===== src/rtl/sv32_tlb.sv =====
// Fully-associative Sv32 TLB sitting between the LSU/fetch units and the
// page table walker. Hits answer one cycle after acceptance; misses issue a
// single walk, install the returned leaf as a 4 KiB entry and then answer.
// Optional hit/miss counters are compiled in with `define TLB_STATS_EN.
module sv32_tlb #(
  parameter int ENTRIES    = 8,
  parameter int ADDR_WIDTH = 32,
  parameter int DATA_WIDTH = 64
) (
  input  logic                  clk_i,
  input  logic                  rst_ni,
  input  logic                  flush_i,
  input  logic                  satp_en_i,
  input  logic [21:0]           satp_ppn_i,
  input  logic                  req_valid_i,
  output logic                  req_ready_o,
  input  logic [ADDR_WIDTH-1:0] req_vaddr_i,
  input  logic [1:0]            req_acc_i,
  output logic                  rsp_valid_o,
  input  logic                  rsp_ready_i,
  output logic [ADDR_WIDTH-1:0] rsp_paddr_o,
  output logic                  rsp_fault_o,
  output logic                  walk_req_valid_o,
  input  logic                  walk_req_ready_i,
  output logic [ADDR_WIDTH-1:0] walk_req_addr_o,
  output logic [19:0]           walk_req_vpn_o,
  input  logic                  walk_rsp_valid_i,
  input  logic [DATA_WIDTH-1:0] walk_rsp_pte_i,
  input  logic                  walk_rsp_error_i
`ifdef TLB_STATS_EN
  ,
  output logic [31:0]           stat_hits_o,
  output logic [31:0]           stat_misses_o
`endif
);

  localparam int IDX_W = $clog2(ENTRIES);

  typedef enum logic [1:0] {IDLE, WALK_REQ, WALK_WAIT, RESP} state_e;

  state_e                  state;
  logic [ENTRIES-1:0]      ent_valid;
  logic [ENTRIES-1:0]      ent_super;
  logic [19:0]             ent_vpn   [ENTRIES];
  logic [19:0]             ent_ppn   [ENTRIES];
  logic [3:0]              ent_flags [ENTRIES];  // {D, X, W, R}
  logic [IDX_W-1:0]        rr_ptr;
  logic [ADDR_WIDTH-1:0]   miss_vaddr;
  logic [1:0]              miss_acc;
  logic                    miss_err;

  logic [ADDR_WIDTH-1:0]   lk_vaddr;
  logic [1:0]              lk_acc;
  logic                    lk_hit;
  logic [IDX_W-1:0]        lk_idx;
  logic                    lk_ok;
  logic [ADDR_WIDTH-1:0]   lk_paddr;
  logic [IDX_W-1:0]        vic_idx;
  logic                    vic_free;
  logic                    accept;
  logic                    inst_en;
  logic                    unused_bits;

  // Access type 3 is treated as a read; writes also require the dirty bit.
  function automatic logic perm_ok(input logic [1:0] acc, input logic [3:0] fl);
    case (acc)
      2'd1:    return fl[1] & fl[3];
      2'd2:    return fl[2];
      default: return fl[0];
    endcase
  endfunction

  function automatic logic [ADDR_WIDTH-1:0] xlate(input logic sup, input logic [19:0] ppn,
                                                   input logic [ADDR_WIDTH-1:0] va);
    if (sup) return ADDR_WIDTH'({ppn[19:10], va[21:0]});
    else     return ADDR_WIDTH'({ppn, va[11:0]});
  endfunction

  assign req_ready_o      = (state == IDLE) && !rsp_valid_o;
  assign accept           = req_valid_i && req_ready_o;
  assign walk_req_valid_o = (state == WALK_REQ) && !flush_i;
  assign walk_req_addr_o  = walk_req_valid_o ? ADDR_WIDTH'({satp_ppn_i[19:0], 12'h000}) : '0;
  assign walk_req_vpn_o   = walk_req_valid_o ? miss_vaddr[31:12] : '0;
  assign inst_en          = (state == WALK_WAIT) && walk_rsp_valid_i && !walk_rsp_error_i && !flush_i;
  assign unused_bits      = ^{satp_ppn_i[21:20], walk_rsp_pte_i[DATA_WIDTH-1:30],
                              walk_rsp_pte_i[9:8], walk_rsp_pte_i[6:4], walk_rsp_pte_i[0]};

  // Associative lookup: new requests in IDLE, the just-installed miss in RESP.
  // Scanning downwards lets the lowest matching index win.
  always_comb begin
    lk_vaddr = (state == RESP) ? miss_vaddr : req_vaddr_i;
    lk_acc   = (state == RESP) ? miss_acc : req_acc_i;
    lk_hit   = 1'b0;
    lk_idx   = '0;
    for (int i = ENTRIES - 1; i >= 0; i--) begin
      if (ent_valid[i] && ent_vpn[i][19:10] == lk_vaddr[31:22] &&
          (ent_super[i] || ent_vpn[i][9:0] == lk_vaddr[21:12])) begin
        lk_hit = 1'b1;
        lk_idx = IDX_W'(i);
      end
    end
    lk_ok    = perm_ok(lk_acc, ent_flags[lk_idx]);
    lk_paddr = lk_ok ? xlate(ent_super[lk_idx], ent_ppn[lk_idx], lk_vaddr) : '0;
  end

  // Victim: lowest free slot, otherwise the round-robin pointer.
  always_comb begin
    vic_free = 1'b0;
    vic_idx  = rr_ptr;
    for (int i = ENTRIES - 1; i >= 0; i--) begin
      if (!ent_valid[i]) begin
        vic_free = 1'b1;
        vic_idx  = IDX_W'(i);
      end
    end
  end

  // Control: FSM, entry valid bits, replacement pointer and response registers.
  always_ff @(posedge clk_i or negedge rst_ni) begin
    if (!rst_ni) begin
      state       <= IDLE;
      ent_valid   <= '0;
      rr_ptr      <= '0;
      miss_err    <= 1'b0;
      rsp_valid_o <= 1'b0;
      rsp_paddr_o <= '0;
      rsp_fault_o <= 1'b0;
    end else if (flush_i) begin
      state       <= IDLE;
      ent_valid   <= '0;
      miss_err    <= 1'b0;
      rsp_valid_o <= 1'b0;
    end else begin
      if (rsp_valid_o && rsp_ready_i) rsp_valid_o <= 1'b0;
      case (state)
        IDLE: begin
          if (accept) begin
            if (!satp_en_i) begin
              rsp_valid_o <= 1'b1;
              rsp_paddr_o <= req_vaddr_i;
              rsp_fault_o <= 1'b0;
            end else if (lk_hit) begin
              rsp_valid_o <= 1'b1;
              rsp_paddr_o <= lk_paddr;
              rsp_fault_o <= !lk_ok;
            end else begin
              state <= WALK_REQ;
            end
          end
        end
        WALK_REQ: begin
          if (walk_req_ready_i) state <= WALK_WAIT;
        end
        WALK_WAIT: begin
          if (walk_rsp_valid_i) begin
            miss_err <= walk_rsp_error_i;
            if (!walk_rsp_error_i) begin
              ent_valid[vic_idx] <= 1'b1;
              if (!vic_free) rr_ptr <= rr_ptr + 1'b1;
            end
            state <= RESP;
          end
        end
        RESP: begin
          rsp_valid_o <= 1'b1;
          rsp_paddr_o <= miss_err ? '0 : lk_paddr;
          rsp_fault_o <= miss_err || !lk_ok;
          state       <= IDLE;
        end
        default: state <= IDLE;
      endcase
    end
  end

  // Data: latched miss context and entry payloads (no reset needed).
  always_ff @(posedge clk_i) begin
    if (accept && !flush_i) begin
      miss_vaddr <= req_vaddr_i;
      miss_acc   <= req_acc_i;
    end
    if (inst_en) begin
      ent_super[vic_idx] <= 1'b0;
      ent_vpn[vic_idx]   <= miss_vaddr[31:12];
      ent_ppn[vic_idx]   <= walk_rsp_pte_i[29:10];
      ent_flags[vic_idx] <= {walk_rsp_pte_i[7], walk_rsp_pte_i[3], walk_rsp_pte_i[2], walk_rsp_pte_i[1]};
    end
  end

`ifdef TLB_STATS_EN
  // Saturating hit/miss counters; survive flushes, cleared only by reset.
  always_ff @(posedge clk_i or negedge rst_ni) begin
    if (!rst_ni) begin
      stat_hits_o   <= '0;
      stat_misses_o <= '0;
    end else begin
      if (accept && satp_en_i && lk_hit && !flush_i && stat_hits_o != 32'hFFFF_FFFF)
        stat_hits_o <= stat_hits_o + 32'd1;
      if (walk_req_valid_o && walk_req_ready_i && stat_misses_o != 32'hFFFF_FFFF)
        stat_misses_o <= stat_misses_o + 32'd1;
    end
  end
`endif

endmodule

===== config.mk =====
export PLATFORM = sky130hd
export DESIGN_NAME = sv32_tlb
export DESIGN_NICKNAME = d
export VERILOG_FILES = /design/src/rtl/sv32_tlb.sv
export SDC_FILE = /design/constraint.sdc
export NUM_CORES = 1
export LEC_CHECK = 0
export ABC_AREA = 1
export CELL_PAD_IN_SITES_DETAIL_PLACEMENT = 0
export CELL_PAD_IN_SITES_GLOBAL_PLACEMENT = 1
export CORE_UTILIZATION = 40
export CTS_CLUSTER_SIZE = 8
export DETAILED_ROUTE_END_ITERATION = 8
export PLACE_DENSITY = 0.7
export SYNTH_ARGS = -nofsm -noshare
export SYNTH_HDL_FRONTEND = slang
export SYNTH_SLANG_ARGS = --single-unit

===== constraint.sdc =====
create_clock -name clk_i -period 12.35 [get_ports clk_i]
set_input_delay 2.47 -clock clk_i [delete_from_list [all_inputs] [get_ports clk_i]]
set_output_delay 2.47 -clock clk_i [all_outputs]
set_load 0.01 [all_outputs]

# [Word-level counts from Yosys, hierarchy flattened]
# Memory sizes are Yosys's and may differ from the RTL's.
# Index checks and enable logic that the tools add are counted.
[totals] ramBits=352 ff_bits=90 elab_cells=174 output_inout_bits=88 n_memories=3 input_bits=129
[op_classes] n_lt_le_gt_ge=3 muxes=74 n_addsub=1 n_bitwise=7 n_reduce_logical=47 eq_ne=29
[memory_table] name="ent_ppn" words=8 width=20 read_ports=1 rd_ports_with_merged_regs=0 wr=1 line_no="45" rtl="logic [19:0] ent_ppn [ENTRIES];"
[memory_table] name="ent_vpn" words=8 width=20 read_ports=8 rd_ports_with_merged_regs=0 wr=1 line_no="44" rtl="logic [19:0] ent_vpn [ENTRIES];"
[memory_table] name="ent_flags" words=8 width=4 read_ports=1 rd_ports_with_merged_regs=0 wr=1 line_no="46" rtl="logic [3:0] ent_flags [ENTRIES];"
[ops] cell="32-bit two-way mux" count=7
[ops] cell="10-bit equality test" count=16
[ops] cell="32-bit case mux with 2 select lines" count=1
[ops] cell="3-bit two-way mux" count=16
[ops] cell="8-bit two-way mux" count=4
[ops] cell="1-bit two-way mux" count=31
[ops] cell="1-bit logical AND" count=25
[ops] cell="22-bit two-way mux" count=1
[ops] cell="20-bit two-way mux" count=1
[ops] cell="3-bit inequality test, second input constant" count=6
[ops] cell="2-bit two-way mux" count=7
[ops] cell="5-bit AND reduction" count=2
[ops] cell="1-bit logical OR" count=9
[ops] cell="8-bit bitwise AND" count=1
[ops] cell="3-bit by 4-bit < comparator with 1-bit output, second input constant" count=2
[ops] cell="8-bit inverter" count=1
[ops] cell="8-bit bitwise OR" count=1
[ops] cell="2-bit case mux with 4 select lines" count=1
[ops] cell="2-bit equality test, second input constant" count=3
[ops] cell="1-bit case mux with 2 select lines" count=3
[ops] cell="2-bit nonzero test" count=3
[ops] cell="2-bit by 1-bit equality test with 1-bit output, second input constant" count=2
[ops] cell="1-bit logical NOT" count=4
[ops] cell="2-bit inequality test, second input constant" count=2
[ops] cell="other kinds (10)" count=12

# [Longest topological paths before layout]
# Gate-level depths: netlist (run 1).
[logic_depth] depth_word=21 depth_mapped=33 ltp_nobuf=31

# [Worst setup path after synthesis (run 1)]
# No wires, ideal clock.
[synth_timing] path_kind="input -> register" start="input port flush_i" end="memory ent_flags[0][0], enable pin" setup_time_ns=0.500 required_ns=11.850 t_arrival_ns=6.557 path_slack_ns=5.293 path_stages=5 path_buffers=1 cell_sequence="clkbuf_1 -> nor2_1 -> nor2_1 -> inv_1 -> nor3_1"
[synth_via] elab_chain_len=4
[synth_rtl] element="start: declaration" line_no="12" rtl="input logic flush_i,"
[synth_rtl] element="1-bit logical NOT" line_no="84" rtl="assign inst_en = (state == WALK_WAIT) && walk_rsp_valid_i && !walk_rsp_error_i && !flush_i;"
[synth_rtl] element="1-bit logical AND" line_no="84"
[synth_rtl] element="named net inst_en" line_no="61" rtl="logic inst_en;"
[synth_rtl] element="1-bit two-way mux" line_no="181" rtl="if (inst_en) begin"
[synth_rtl] element="1-bit two-way mux (implied by the code)" line_no="185" rtl="ent_flags[vic_idx] <= {walk_rsp_pte_i[7], walk_rsp_pte_i[3], walk_rsp_pte_i[2], walk_rsp_pte_i[1]};"
[synth_rtl] element="end: declaration" line_no="46"
# The timed path passes the listed nets, and every way through them passes these cells.

# [Worst setup path in the final report (run 1)]
[layout_timing] start="input port req_vaddr_i[27]" end="register rsp_paddr_o[13]"
[layout_via] elab_chain_len=20 elab_cells_between_ends=56 cone_classes="9 x eq/ne; 27 x mux; 1 x bitwise; 17 x reduce/logical; 2 x memory"
[layout_rtl] element="start: declaration" line_no="17" rtl="input logic [ADDR_WIDTH-1:0] req_vaddr_i,"
[layout_rtl] element="32-bit two-way mux (*)" line_no="91" rtl="lk_vaddr = (state == RESP) ? miss_vaddr : req_vaddr_i;"
[layout_rtl] element="10-bit equality test" line_no="96" rtl="if (ent_valid[i] && ent_vpn[i][19:10] == lk_vaddr[31:22] &&"
[layout_rtl] element="1-bit logical AND (2 in a row)" line_no="96"
[layout_rtl] element="3-bit two-way mux (8 in a row)" line_no="96"
[layout_rtl] element="memory read 8 x 4 bit or 1-bit binary-select mux with 3-bit select (tied branches)"
[layout_rtl] element="1-bit bitwise AND or 1-bit two-way mux (tied branches)" line_no="67, 103"
[layout_rtl] element="1-bit case mux with 2 select lines or 22-bit two-way mux (tied branches)" line_no="66, 75"
[layout_rtl] element="32-bit two-way mux" line_no="103" rtl="lk_paddr = lk_ok ? xlate(ent_super[lk_idx], ent_ppn[lk_idx], lk_vaddr) : '0;"
[layout_rtl] element="32-bit two-way mux" line_no="142" rtl="end else if (lk_hit) begin"
[layout_rtl] element="32-bit two-way mux" line_no="138" rtl="if (!satp_en_i) begin"
[layout_rtl] element="32-bit two-way mux" line_no="137" rtl="if (accept) begin"
[layout_rtl] element="32-bit case mux with 2 select lines" line_no="135" rtl="case (state)"
[layout_rtl] element="end signal: assignment" line_no="140" rtl="rsp_paddr_o <= req_vaddr_i;"
[layout_rtl] element="end signal: assignment" line_no="144" rtl="rsp_paddr_o <= lk_paddr;"
[layout_rtl] element="end signal: assignment" line_no="166" rtl="rsp_paddr_o <= miss_err ? '0 : lk_paddr;"
[layout_rtl] element="end: declaration" line_no="21" rtl="output logic [ADDR_WIDTH-1:0] rsp_paddr_o,"
# Mark *: on every way between the ends. The rest lies on a longest branch, timed or not. The select of a mux whose other input is x is not followed.
# A chain may end at the register's enable or synchronous reset.

==> impl_metrics.ini, run 1 <==
[timing]
max_freq_mhz = 133
setup_ws_ns = 4.81
skew_ns = 0.0329
finalCriticalPeriod_ns = 7.54
finalSetupViolCount = 0
drv_slew = 0
tns_ns = 0
tightest_slew_ns = 1.24
fin_crit_sh_pct = 61.1
rsz0062_at_grt = no
maxSlewHeadroom_pct = 17.0
finalHoldViolations = 0

[critical_path]
worst-path-max-fanout = 63
crit_type = in2reg
required_ns = 12.87
crit_path_max_incr_delay_ns = 0.69
reg2reg_depth = 22
startpoint_type = input pin
cp_common_cell = nand2_1
r2r-end = rsp_paddr_o[13]$_DFFE_PN0P_
crit_arrival_ns = 8.07
cp_num_cells = 22
end_kind = register
path_cells = clkdlybuf4s50_1 -> nand2_1 -> nand2_2 -> inv_1 -> o22ai_1 -> inv_1 -> nand3_1 -> nor4_1 -> nand2_1 -> nand2_1 -> nand2_2 -> nand2_4 -> buf_4 -> nand2_1 -> nand3_1 -> nand3_1 -> nand3_1 -> nand3_2 -> nand3_1 -> nand2_1 -> nand2_1 -> nand2_1
r2r_setup_slack_ns = 6.12
r2r-start = state[1]$_DFFE_PN0P_
cp_slowest_cell = nand3_2
critPathBufInv = 4
path_delay_family = simple AND/OR/NAND/NOR gates

[power]
p_per_area_nw_per_um2 = 171
ir_worst_vdd_mv = 0.115
leakagePower_nw = 10.0

[logic_synthesis]
synth_seq_area_share_pct = 61.8
yosys_most_used_dff = edfxtp_1
yosys_warnings = 0
postSynthAreaPerCell_um2 = 9.94
synth_edf_count = 394
synth_area_um2 = 21100
synth_async_sr_flop_share_pct = 10.9
synth.distinct_cells = 49
synthCells = 2121
ys_ff_latch = 442

[global_routing]
antenna_found_initial = 1
grt_usage_pct = 22.7
grt_pass1_vias = 14720
grt_max_degree = 64
grt.overflow.total = 0
grt_pass1_wl_mm = 90.4

[detailed_routing]
wl_mm = 60.5
avgRoutedWirePerCell_um = 20.2
drc = 0
drt-initial-drc-count = 1126
first_pass_iters = 5
final_antenna_net_count = 0
routed_via_density = 5.11
via_count = 15355

[finish]
layout_commonest_cell = nand2_1
layout-drive-gt1-share_pct = 8.18
fin_util_pct = 48.3
layout_common_cells = 578 x nand2_1, 394 x edfxtp_1, 222 x inv_1, 187 x nand3_1, 161 x clkdlybuf4s50_1
area_growth_pct = 18.5
finalNetCount = 2422

[floorplanning]
num_rows = 83
die_w_um = 232
initial_core_util_pct = 40.8
ios = 217
dieArea_um2 = 53600
die_h_um = 232
core_area_um2 = 51700

[clock_tree]
clockBufferDepth = 3
numCtsBuffers = 61
cts_tree = built
cts.clk_slew.worst_paths_ns = 0.05
cts_root_buffer = clkbuf_16
cts_num_sinks = 442
post_cts_buffers = 0
ctsHoldBuffers = 0
ctsResizeCount = 0
insertion_delay_ns = 0.64
htree_num_levels = 2

[placed_design]
portBuffers = 162
place.gp.congestion = 0.889
place_ws_ns = 4.15
hpwlAfterDp_mm = 39.2

[worst_hold_path]
min_from = rsp_paddr_o[4]$_DFFE_PN0P_
hold_path_class = reg2reg
holdPathEnd = rsp_paddr_o[4]$_DFFE_PN0P_
whs_path_depth = 2

[run_status]
status = complete, no violations

[run]
cap_viol_max_count = 0
-- registers in the layout (all words and copies together) (netlist names), 2 cells and up --
| name | count |
|---|---|
| ent_ppn | 160 |
| ent_vpn | 160 |
| ent_flags | 32 |
| miss_vaddr | 32 |
| rsp_paddr_o | 32 |
| ent_super | 8 |
| ent_valid | 8 |
| rr_ptr | 3 |
| miss_acc | 2 |
| state | 2 |
-- area by class of cell --
class / count / area [um2]
clock buffer: 96 / 1680
antenna: 1 / 2.50
inverter: 237 / 897
sequential: 442 / 13000
tap: 680 / 851
timing repair buffer: 179 / 1740
fill: 4809 / 26700
multi-input combinational: 1365 / 6690
clock inverter: 4 / 68.8
-- per-layer routing --
layer  track usage (%)  part of all wire [%]  vias up
met2              37.4                    48      424
met5                 0                     0        -
met3              2.89                   4.8       97
li1                  -                     -     7428
met4              8.22                   3.0        0
met1              30.6                    44     7406
-- how the worst max path moves through the flow --
stage / startpoint / end / slack [ns]
6_report: req_vaddr_i[27] / rsp_paddr_o[13]$_DFFE_PN0P_ / 4.81
5_1_grt: req_vaddr_i[27] / rsp_paddr_o[13]$_DFFE_PN0P_ / 4.43
4_1_cts: req_vaddr_i[27] / rsp_paddr_o[13]$_DFFE_PN0P_ / 4.81
3_5_place_dp: req_vaddr_i[27] / rsp_paddr_o[13]$_DFFE_PN0P_ / 4.15
3_3_place_gp: req_vaddr_i[27] / rsp_paddr_o[13]$_DFFE_PN0P_ / 4.18
2_1_floorplan: flush_i / ent_flags[0][0]$_DFFE_PP_ / 5.29
-- power by group --
group | total [W] | leakage [nW] | internal [W] | switching (W)
clock network | 0.00155 | 0.832 | 0.000918 | 0.000628
registers | 0.00181 | 4.16 | 0.00174 | 0.0000728
logic | 0.000903 | 5.05 | 0.000346 | 0.000557
-- worst register-to-register path, stage by stage (launching register included) --
cell and delay [ns]:
dfrtp_1 0.40, ha_2 0.25, buf_4 0.52, nand2_1 0.20, nand2_1 0.49, or2_2 0.23
nand4_1 0.08, or2_1 0.20, nor4_1 0.43, nand2_1 0.15, nand2_1 0.11, nand2_2 0.14
nand2_4 0.46, buf_4 0.63, nand2_1 0.13, nand3_1 0.10, nand3_1 0.11, nand3_1 0.13
nand3_2 0.69, nand3_1 0.50, nand2_1 0.09, nand2_1 0.07, nand2_1 0.05
-- cells in the mapped netlist (2+ instances only) --
cell | instances | share of area [%]
nand3_1 | 187 | 4.4
nand2_2 | 24 | 0.71
a21oi_2 | 7 | 0.29
or2_1 | 6 | 0.18
o2111ai_1 | 2 | 0.083
nor2_1 | 157 | 2.8
clkbuf_1 | 15 | 0.27
o211ai_2 | 2 | 0.12
a21oi_1 | 58 | 1.4
nor3_1 | 24 | 0.57
o21ai_1 | 13 | 0.31
dfrtp_1 | 48 | 5.7
buf_2 | 30 | 0.71
ha_1 | 7 | 0.42
xnor2_1 | 25 | 1.0
xor2_1 | 36 | 1.5
a21boi_1 | 10 | 0.36
inv_1 | 222 | 4.0
nand3b_1 | 17 | 0.61
edfxtp_1 | 394 | 56
o22ai_1 | 14 | 0.42
and3_1 | 2 | 0.059
o211ai_1 | 13 | 0.46
buf_6 | 13 | 0.69
o21ai_2 | 3 | 0.12
nand3_2 | 4 | 0.19
a31oi_1 | 3 | 0.089
nor4_1 | 5 | 0.15
nand2_4 | 8 | 0.43
buf_4 | 26 | 0.93
a211oi_1 | 6 | 0.21
nand2_1 | 578 | 10
o21ai_0 | 61 | 1.4
nand4_1 | 43 | 1.3
or2_2 | 32 | 0.95
clkbuf_2 | 2 | 0.047
inv_2 | 12 | 0.21
-- kinds of logic after synthesis --
kind of cell / synth area share (%)
fa+ha+maj: 0.416
compound gates: 5.41
other cells: 0.0178
xor+xnor: 2.54
flops: 61.8
simple gates: 22.8
buf+inv: 6.99
-- stage by stage --
stage          instances  cell area (um2)  total power, W  hold WS (ns)
2_1_floorplan       2132            21100         0.00237         0.502
3_3_place_gp        2903            23200         0.00274         0.467
3_5_place_dp        2903            23200         0.00274         0.464
4_1_cts             3003            25000         0.00430         0.483
5_1_grt             3003            25000         0.00445         0.506
6_report            3004            25000         0.00426         0.480
No activity file was read; power rests on OpenSTA's default activity.
==> inputs of run 2 (changes only) <==
- clock period: 12.35 -> 7.7 ns (I/O delays scaled with it)
==> impl_metrics.ini, run 2 (synthesized netlist as in run 1, its figures left out) <==
[run_status]
status = complete, no violations

[worst_hold_path]
hold_path_class = reg2reg
whs_path_depth = 2
min_from = rsp_paddr_o[4]$_DFFE_PN0P_
holdPathEnd = rsp_paddr_o[4]$_DFFE_PN0P_

[floorplanning]
die_w_um = 232
dieArea_um2 = 53600
num_rows = 83
die_h_um = 232
initial_core_util_pct = 40.8
ios = 217
core_area_um2 = 51700

[power]
finalPower_w = 0.00684
leakagePower_nw = 10.1
ir_worst_vdd_mv = 0.167
p_per_area_nw_per_um2 = 273

[global_routing]
grt_pass1_vias = 15051
grt_pass1_wl_mm = 91.2
grt_usage_pct = 22.7
antenna_found_initial = 2
grt_max_degree = 64
grt.overflow.total = 0

[placed_design]
place_ws_ns = 1.06
place.gp.congestion = 0.905
portBuffers = 162
placed_cells = 2913
hpwlAfterDp_mm = 40.5

[detailed_routing]
final_antenna_net_count = 0
drt-initial-drc-count = 1280
via_count = 15400
drc = 0
wl_mm = 60.6
routed_via_density = 5.11
avgRoutedWirePerCell_um = 20.1
first_pass_iters = 5

[timing]
setup_ws_ns = 1.66
drv_slew = 0
rsz0062_at_grt = no
tightest_slew_ns = 1.21
tns_ns = 0
fin_crit_sh_pct = 78.4
finalCriticalPeriod_ns = 6.04
finalHoldViolations = 0
maxSlewHeadroom_pct = 18.7
finalSetupViolCount = 0
skew_ns = 0.0326
max_freq_mhz = 166

[clock_tree]
insertion_delay_ns = 0.62
cts.clk_slew.worst_paths_ns = 0.05
cts_num_sinks = 442
ctsResizeCount = 0
numCtsBuffers = 61
cts_root_buffer = clkbuf_16
htree_num_levels = 2
clockBufferDepth = 3
post_cts_buffers = 0
ctsHoldBuffers = 0
cts_tree = built

[finish]
fin_util_pct = 48.5
finalNetCount = 2432
area_growth_pct = 18.9
fill_cells = 4799
layout_common_cells = 578 x nand2_1, 394 x edfxtp_1, 222 x inv_1, 187 x nand3_1, 161 x clkdlybuf4s50_1
layout_commonest_cell = nand2_1
layout-drive-gt1-share_pct = 8.62
stdcell_count = 3016
reg_top3 = ent_ppn (160), ent_vpn (160)

[run]
cap_viol_max_count = 0

[critical_path]
required_ns = 8.26
crit_type = in2reg
r2r_setup_slack_ns = 1.88
reg2reg_depth = 23
startpoint_type = input pin
worst-path-max-fanout = 48
cp_slowest_cell = clkdlybuf4s50_1
r2r-end = rsp_paddr_o[13]$_DFFE_PN0P_
r2r-start = state[1]$_DFFE_PN0P_
crit_arrival_ns = 6.60
cp_common_cell = nand2_1
end_kind = register
crit_path_max_incr_delay_ns = 0.69
## run 2: changes by cell type in the layout (fill, tap and decap cells not counted), sizes merged
| cell | delta |
|---|---|
| clkinv | -1 |
| diode | +2 |
| buf | +10 |
| clkbuf | +1 |
## run 2: power breakdown
group	leakage, nW	switching [W]	internal [W]
logic	5.10	0.000898	0.000560
clock network	0.838	0.000994	0.00148
registers	4.16	0.000113	0.00279
total	10.1	0.00200	0.00483
## run 2: how the worst max path moves through the flow
stage / startpoint / end / slack [ns]
global placement: req_vaddr_i[27] / rsp_paddr_o[18]$_DFFE_PN0P_ / 1.06
CTS: req_vaddr_i[27] / rsp_paddr_o[18]$_DFFE_PN0P_ / 1.73
detailed placement: req_vaddr_i[27] / rsp_paddr_o[18]$_DFFE_PN0P_ / 1.06
global route: req_vaddr_i[27] / rsp_paddr_o[13]$_DFFE_PN0P_ / 1.31
finish: req_vaddr_i[27] / rsp_paddr_o[15]$_DFFE_PN0P_ / 1.66
floorplan: flush_i / ent_flags[0][0]$_DFFE_PP_ / 1.57
## run 2: per-layer routing
layer | part of all wire [%] | global-route usage, %
met5 | 0.030 | 0
met1 | 43 | 30.1
met3 | 5.9 | 3.97
met4 | 2.7 | 7.42
met2 | 48 | 37.7
## run 2: worst max-delay path, delay by kind of cell
kind          cells  cell delay (ns)
buf+inv           3             1.34
simple gates     22             3.70
## run 2: cell type report
type	instances	area [um2]	share of cell area, %
sequential	442	13000	52.0
multi-input combinational	1365	6690	26.7
timing repair buffer	189	1830	7.31
clock buffer	97	1690	6.75
inverter	237	897	3.58
tap	680	851	3.39
clock inverter	3	65.1	0.260
antenna	3	7.51	0.0300
## run 2: per-stage QoR
step                      hold slack [ns]  instance area [um2]
after CTS                           0.486                25100
after floorplan                     0.502                21100
after detailed placement            0.464                23300
after global placement              0.466                23300
final                               0.482                25100
after global routing                0.493                25100
==> inputs of run 3 (changes only) <==
- clock period: 7.7 -> 6.2 ns (I/O delays scaled with it)
==> impl_metrics.ini, run 3 (synthesized netlist as in run 1, its figures left out) <==
[finish]
area_growth_pct = 19.2
fill_cells = 4793
layout_common_cells = 578 x nand2_1, 394 x edfxtp_1, 222 x inv_1, 187 x nand3_1, 161 x clkdlybuf4s50_1
antennaDiodeCount = 0
layout_commonest_cell = nand2_1
stdcell_count = 3016
finalNetCount = 2444
reg_top3 = ent_ppn (160), ent_vpn (160)
layout-drive-gt1-share_pct = 9.08

[power]
ir_worst_vdd_mv = 0.213
leakagePower_nw = 10.1
p_seq_share_pct = 42.5
clkPwrFrac_pct = 35.7
swShare_pct = 29.6
p_per_area_nw_per_um2 = 338
p_switching_w = 0.00251
internal-power_w = 0.00598
p_comb_share_pct = 21.8

[timing]
setup_ws_ns = 1.24
max_freq_mhz = 202
rsz0062_at_grt = no
skew_ns = 0.0563
finalCriticalPeriod_ns = 4.96
tightest_slew_ns = 1.22
drv_slew = 0
fin_crit_sh_pct = 80.0
finalSetupViolCount = 0
maxSlewHeadroom_pct = 18.4
finalHoldViolations = 0
tns_ns = 0

[critical_path]
crit_arrival_ns = 5.47
cp_common_cell = nand2_1
r2r_setup_slack_ns = 1.29
critPathBufInv = 5
worst-path-max-fanout = 33
r2r-start = state[1]$_DFFE_PN0P_
required_ns = 6.71
path_cells = clkdlybuf4s50_1 -> nand2_1 -> nand2_2 -> inv_1 -> o22ai_1 -> inv_1 -> nand3_1 -> nor4_1 -> nand2_1 -> nand2_1 -> nand2_2 -> nand2_4 -> buf_4 -> buf_4 -> nand2_1 -> o211ai_1 -> nand3_1 -> nand3b_1 -> nand2_1 -> nand3_1 -> nand2_1 -> nand2_1 -> nand2_1
crit_start = req_vaddr_i[27]
reg2reg_depth = 24
r2r-end = rsp_paddr_o[13]$_DFFE_PN0P_
crit_type = in2reg
end_kind = register
path_delay_family = simple AND/OR/NAND/NOR gates
startpoint_type = input pin
cp_num_cells = 23
crit_path_max_incr_delay_ns = 0.59
cp_slowest_cell = clkdlybuf4s50_1
endpoint = rsp_paddr_o[13]$_DFFE_PN0P_

[clock_tree]
htree_num_levels = 2
ctsResizeCount = 0
numCtsBuffers = 61
cts_tree = built
cts_root_buffer = clkbuf_16
clockBufferDepth = 3
ctsHoldBuffers = 0
insertion_delay_ns = 0.63
cts.clk_slew.worst_paths_ns = 0.05
cts_num_sinks = 442
post_cts_buffers = 0

[floorplanning]
core_area_um2 = 51700
ios = 217
die_h_um = 232
initial_core_util_pct = 40.8
die_w_um = 232
num_rows = 83
dieArea_um2 = 53600

[placed_design]
portBuffers = 162
place_ws_ns = 0.661
placed_cells = 2925
hpwlAfterDp_mm = 40.2
place.gp.congestion = 0.884

[detailed_routing]
wl_mm = 61.0
drc = 0
avgRoutedWirePerCell_um = 20.2
first_pass_iters = 6
via_count = 15471
routed_via_density = 5.13
final_antenna_net_count = 0
drt-initial-drc-count = 1191

[global_routing]
grt.overflow.total = 0
antenna_found_initial = 1
grt_usage_pct = 22.8
grt_pass1_wl_mm = 91.9
grt_pass1_vias = 15200
grt_max_degree = 54

[worst_hold_path]
hold_path_class = reg2reg

[run_status]
status = complete, no violations

[run]
cap_viol_max_count = 0
[run 3: changes by cell type in the layout (fill, tap and decap cells not counted), sizes merged]
cell    previous run  this run
diode              3         0
clkbuf            97        86
clkinv             4         6
buf               28        40
[run 3: layout make-up]
| cell class | instances | area [um2] | share of cell area, % |
|---|---|---|---|
| clock inverters | 5 | 85.1 | 0.339 |
| inverters | 237 | 897 | 3.57 |
| repair buffers | 201 | 1950 | 7.75 |
| clock buffers | 86 | 1620 | 6.45 |
| well taps | 680 | 851 | 3.39 |
| flip-flops and latches | 442 | 13000 | 51.9 |
| multi-input cells | 1365 | 6690 | 26.6 |
[run 3: worst register-to-register path: cells and delay by family, from the launching register on]
kind | cells | cell delay [ns]
adder cells (fa/ha/maj) | 1 | 0.25
AND/OR/NAND/NOR | 16 | 2.41
AO/OA/AOI/OAI | 2 | 0.44
flip-flops | 1 | 0.40
buffers and inverters | 5 | 1.35
[run 3: power groups by stage]
stage / sequential (W) / combinational (W) / clock [W]
after detailed placement: 0.00366 / 0.00185 / 0
after CTS: 0.00361 / 0.00186 / 0.00308
after global placement: 0.00366 / 0.00184 / 0
final: 0.00361 / 0.00185 / 0.00303
after floorplan: 0.00366 / 0.00106 / 0
after global routing: 0.00363 / 0.00203 / 0.00319
[run 3: through the flow]
stage	hold slack (ns)	util, %	power (W)	instance area [um2]
finish	0.484	48.6	0.00849	25100
floorplan	0.502	-	0.00471	21100
global placement	0.467	45.3	0.00550	23400
detailed placement	0.464	45.3	0.00551	23400
CTS	0.479	48.6	0.00856	25100
global route	0.512	48.6	0.00885	25100
[run 3: worst min path at each step]
stage	to	start	depth (start not counted)
6_report	rsp_paddr_o[18]$_DFFE_PN0P_	rsp_paddr_o[18]$_DFFE_PN0P_	2
5_1_grt	rsp_paddr_o[1]$_DFFE_PN0P_	rsp_paddr_o[1]$_DFFE_PN0P_	2
4_1_cts	rsp_paddr_o[18]$_DFFE_PN0P_	rsp_paddr_o[18]$_DFFE_PN0P_	2
3_5_place_dp	rsp_paddr_o[18]$_DFFE_PN0P_	rsp_paddr_o[18]$_DFFE_PN0P_	2
3_3_place_gp	rsp_paddr_o[8]$_DFFE_PN0P_	rsp_paddr_o[8]$_DFFE_PN0P_	2
2_1_floorplan	ent_valid[0]$_DFFE_PN0P_	ent_valid[0]$_DFFE_PN0P_	2
[run 3: layer usage]
metal  vias up  routed length, um  global-route usage (%)
li1       7466                  -                       -
met1      7472              26900                    30.7
met2       439              29500                    38.2
met3        94               3030                    2.94
met4         0               1630                    7.15
met5         -                  0                       0
==> variant (config.mk and constraints of run 1) <==
Build with the macro `TLB_STATS_EN` defined.
--- a/src/rtl/sv32_tlb.sv
+++ b/src/rtl/sv32_tlb.sv
@@ -4,2 +4,4 @@
 // Optional hit/miss counters are compiled in with `define TLB_STATS_EN.
+`define TLB_STATS_EN
+
 module sv32_tlb #(
Check against the original RTL (old outputs only; new: stat_hits_o and stat_misses_o): same outputs for any inputs over 4 cycles, from zero or initial values and one cycle with rst_ni low; that may be too few to reach the edited logic, so the function may still have changed.
==> variant against run 1 <==
The run now ends with DRC left; worst hold slack lost 0.0016 ns; register-to-register slack lost 0.65 ns; design area grew 17%; die area grew 14%; power grew 13%; cell count grew 17%; global-route usage grew 0.61 points; first-iteration DRC count grew 17%; synthesized area grew 15%; wire length grew 18%; non-clock buffer count grew 68; sequential cell count grew 64; worst setup slack lost 0.22 ns.
==> variant: results <==
group,metric,value,unit
synth,synthAdderAreaFrac,0.466,%
routing,dr.pass1.iters,7,
cts,insertion_delay,0.61,ns
global_route,grt_pass1_wl,106000,microns
worst_setup_path,reg2reg_slack,5.47,ns
synth,yosys-top-cells-count,"nand2_1, edfxtp_1, inv_1",
cts,cts_max_level,3,
worst_setup_path,worstSetupEndpoint,"walk_req_vpn_o[8]",
synth,synth_area_leaders,"edfxtp_1, dfrtp_1, nand2_1",
routing,wl_per_cell,20.3,microns
layout,final_nets,2819,
pwr,p_int,3.42,mW
place,numPortBuffers,226,
routing,dr_total_vias,18000,
worst_setup_path,max_stage_delay,0.84,ns
worst_setup_path,cp-startpoint,"flush_i",
routing,drt_iter0_markers,1313,
run_status,outcome,"complete, but fails checks",
layout,n_fill_cell,5419,
cts,cts_buffers,73,
worst_setup_path,crit_fanout,43,
pwr,p_leak,11.9,nW
synth,async_flop_share,22.1,%
routing,drc,14,
place,gp_congestion,0.861,
synth,synth_compound_area_share,4.53,%
worst_setup_path,reg2reg_depth,26,
hold_path,worstHoldStart,"rsp_paddr_o[1]$_DFFE_PN0P_",
layout,layout-drive-gt1-share,7.73,%
global_route,grt_max_degree,109,
sta,fin_worst_skew,0.0276,ns
worst_setup_path,critPathArrivalTime,5.29,ns
worst_setup_path,r2r-end,"rsp_paddr_o[15]$_DFFE_PN0P_",
worst_setup_path,critPathSlowestCell,"clkdlybuf4s50_1",
global_route,grt_pass1_vias,17300,
pwr,ir_drop,0.102,mV
run_status,violations,"DRC",
synth,synth_xor_area_share,4.72,%
synth,ys_seq_area_share,60.6,%
-- variant: final cells by class --
cell class | instances | area share, %
sequential | 506 | 50.2
multi-input combinational | 1586 | 27.6
timing repair buffer | 247 | 8.29
clock buffer | 116 | 6.85
inverter | 267 | 3.45
tap | 773 | 3.32
clock inverter | 7 | 0.292
antenna | 4 | 0.0343
-- variant: kinds of logic after synthesis --
| kind of cell | after synthesis |
|---|---|
| buffers and inverters | 356 |
| DFF | 506 |
| AOI/OAI and AO/OA | 192 |
| and+or+nand+nor | 1243 |
| xor gates and xnor gates | 130 |
| other | 1 |
| adders and majority gates | 9 |
-- variant: metal layers --
metal	up-vias	share of wire (%)	track usage [%]
met5	-	0.036	0
met2	529	47	37.1
li1	8608	-	-
met3	98	6.2	4.15
met1	8753	44	32.1
met4	4	2.2	7.89
-- variant: power by group through the flow --
stage	Sequential [mW]	Clock, mW	Combinational [mW]
after floorplan	2.06	0	0.547
after global placement	2.06	0	0.957
after detailed placement	2.06	0	0.966
after CTS	2.03	1.87	0.972
after global routing	2.04	1.94	1.06
final	2.04	1.84	0.961
-- variant: per-stage QoR --
stage | instances | hold WS, ns | instance area [sq um] | setup slack, ns | power, mW
3_5_place_dp | 3379 | 0.464 | 27100 | 4.40 | 3.03
3_3_place_gp | 3379 | 0.468 | 27100 | 4.43 | 3.02
6_report | 3506 | 0.479 | 29200 | 4.59 | 4.84
5_1_grt | 3502 | 0.511 | 29200 | 4.36 | 5.04
4_1_cts | 3502 | 0.482 | 29200 | 4.51 | 4.88
2_1_floorplan | 2448 | 0.475 | 24200 | 5.45 | 2.60
-- variant: tightest hold or removal path: stages (launching register included) --
cell and delay [ns]:
dfrtp_1 0.34, nand2_1 0.05, nand2_1 0.06
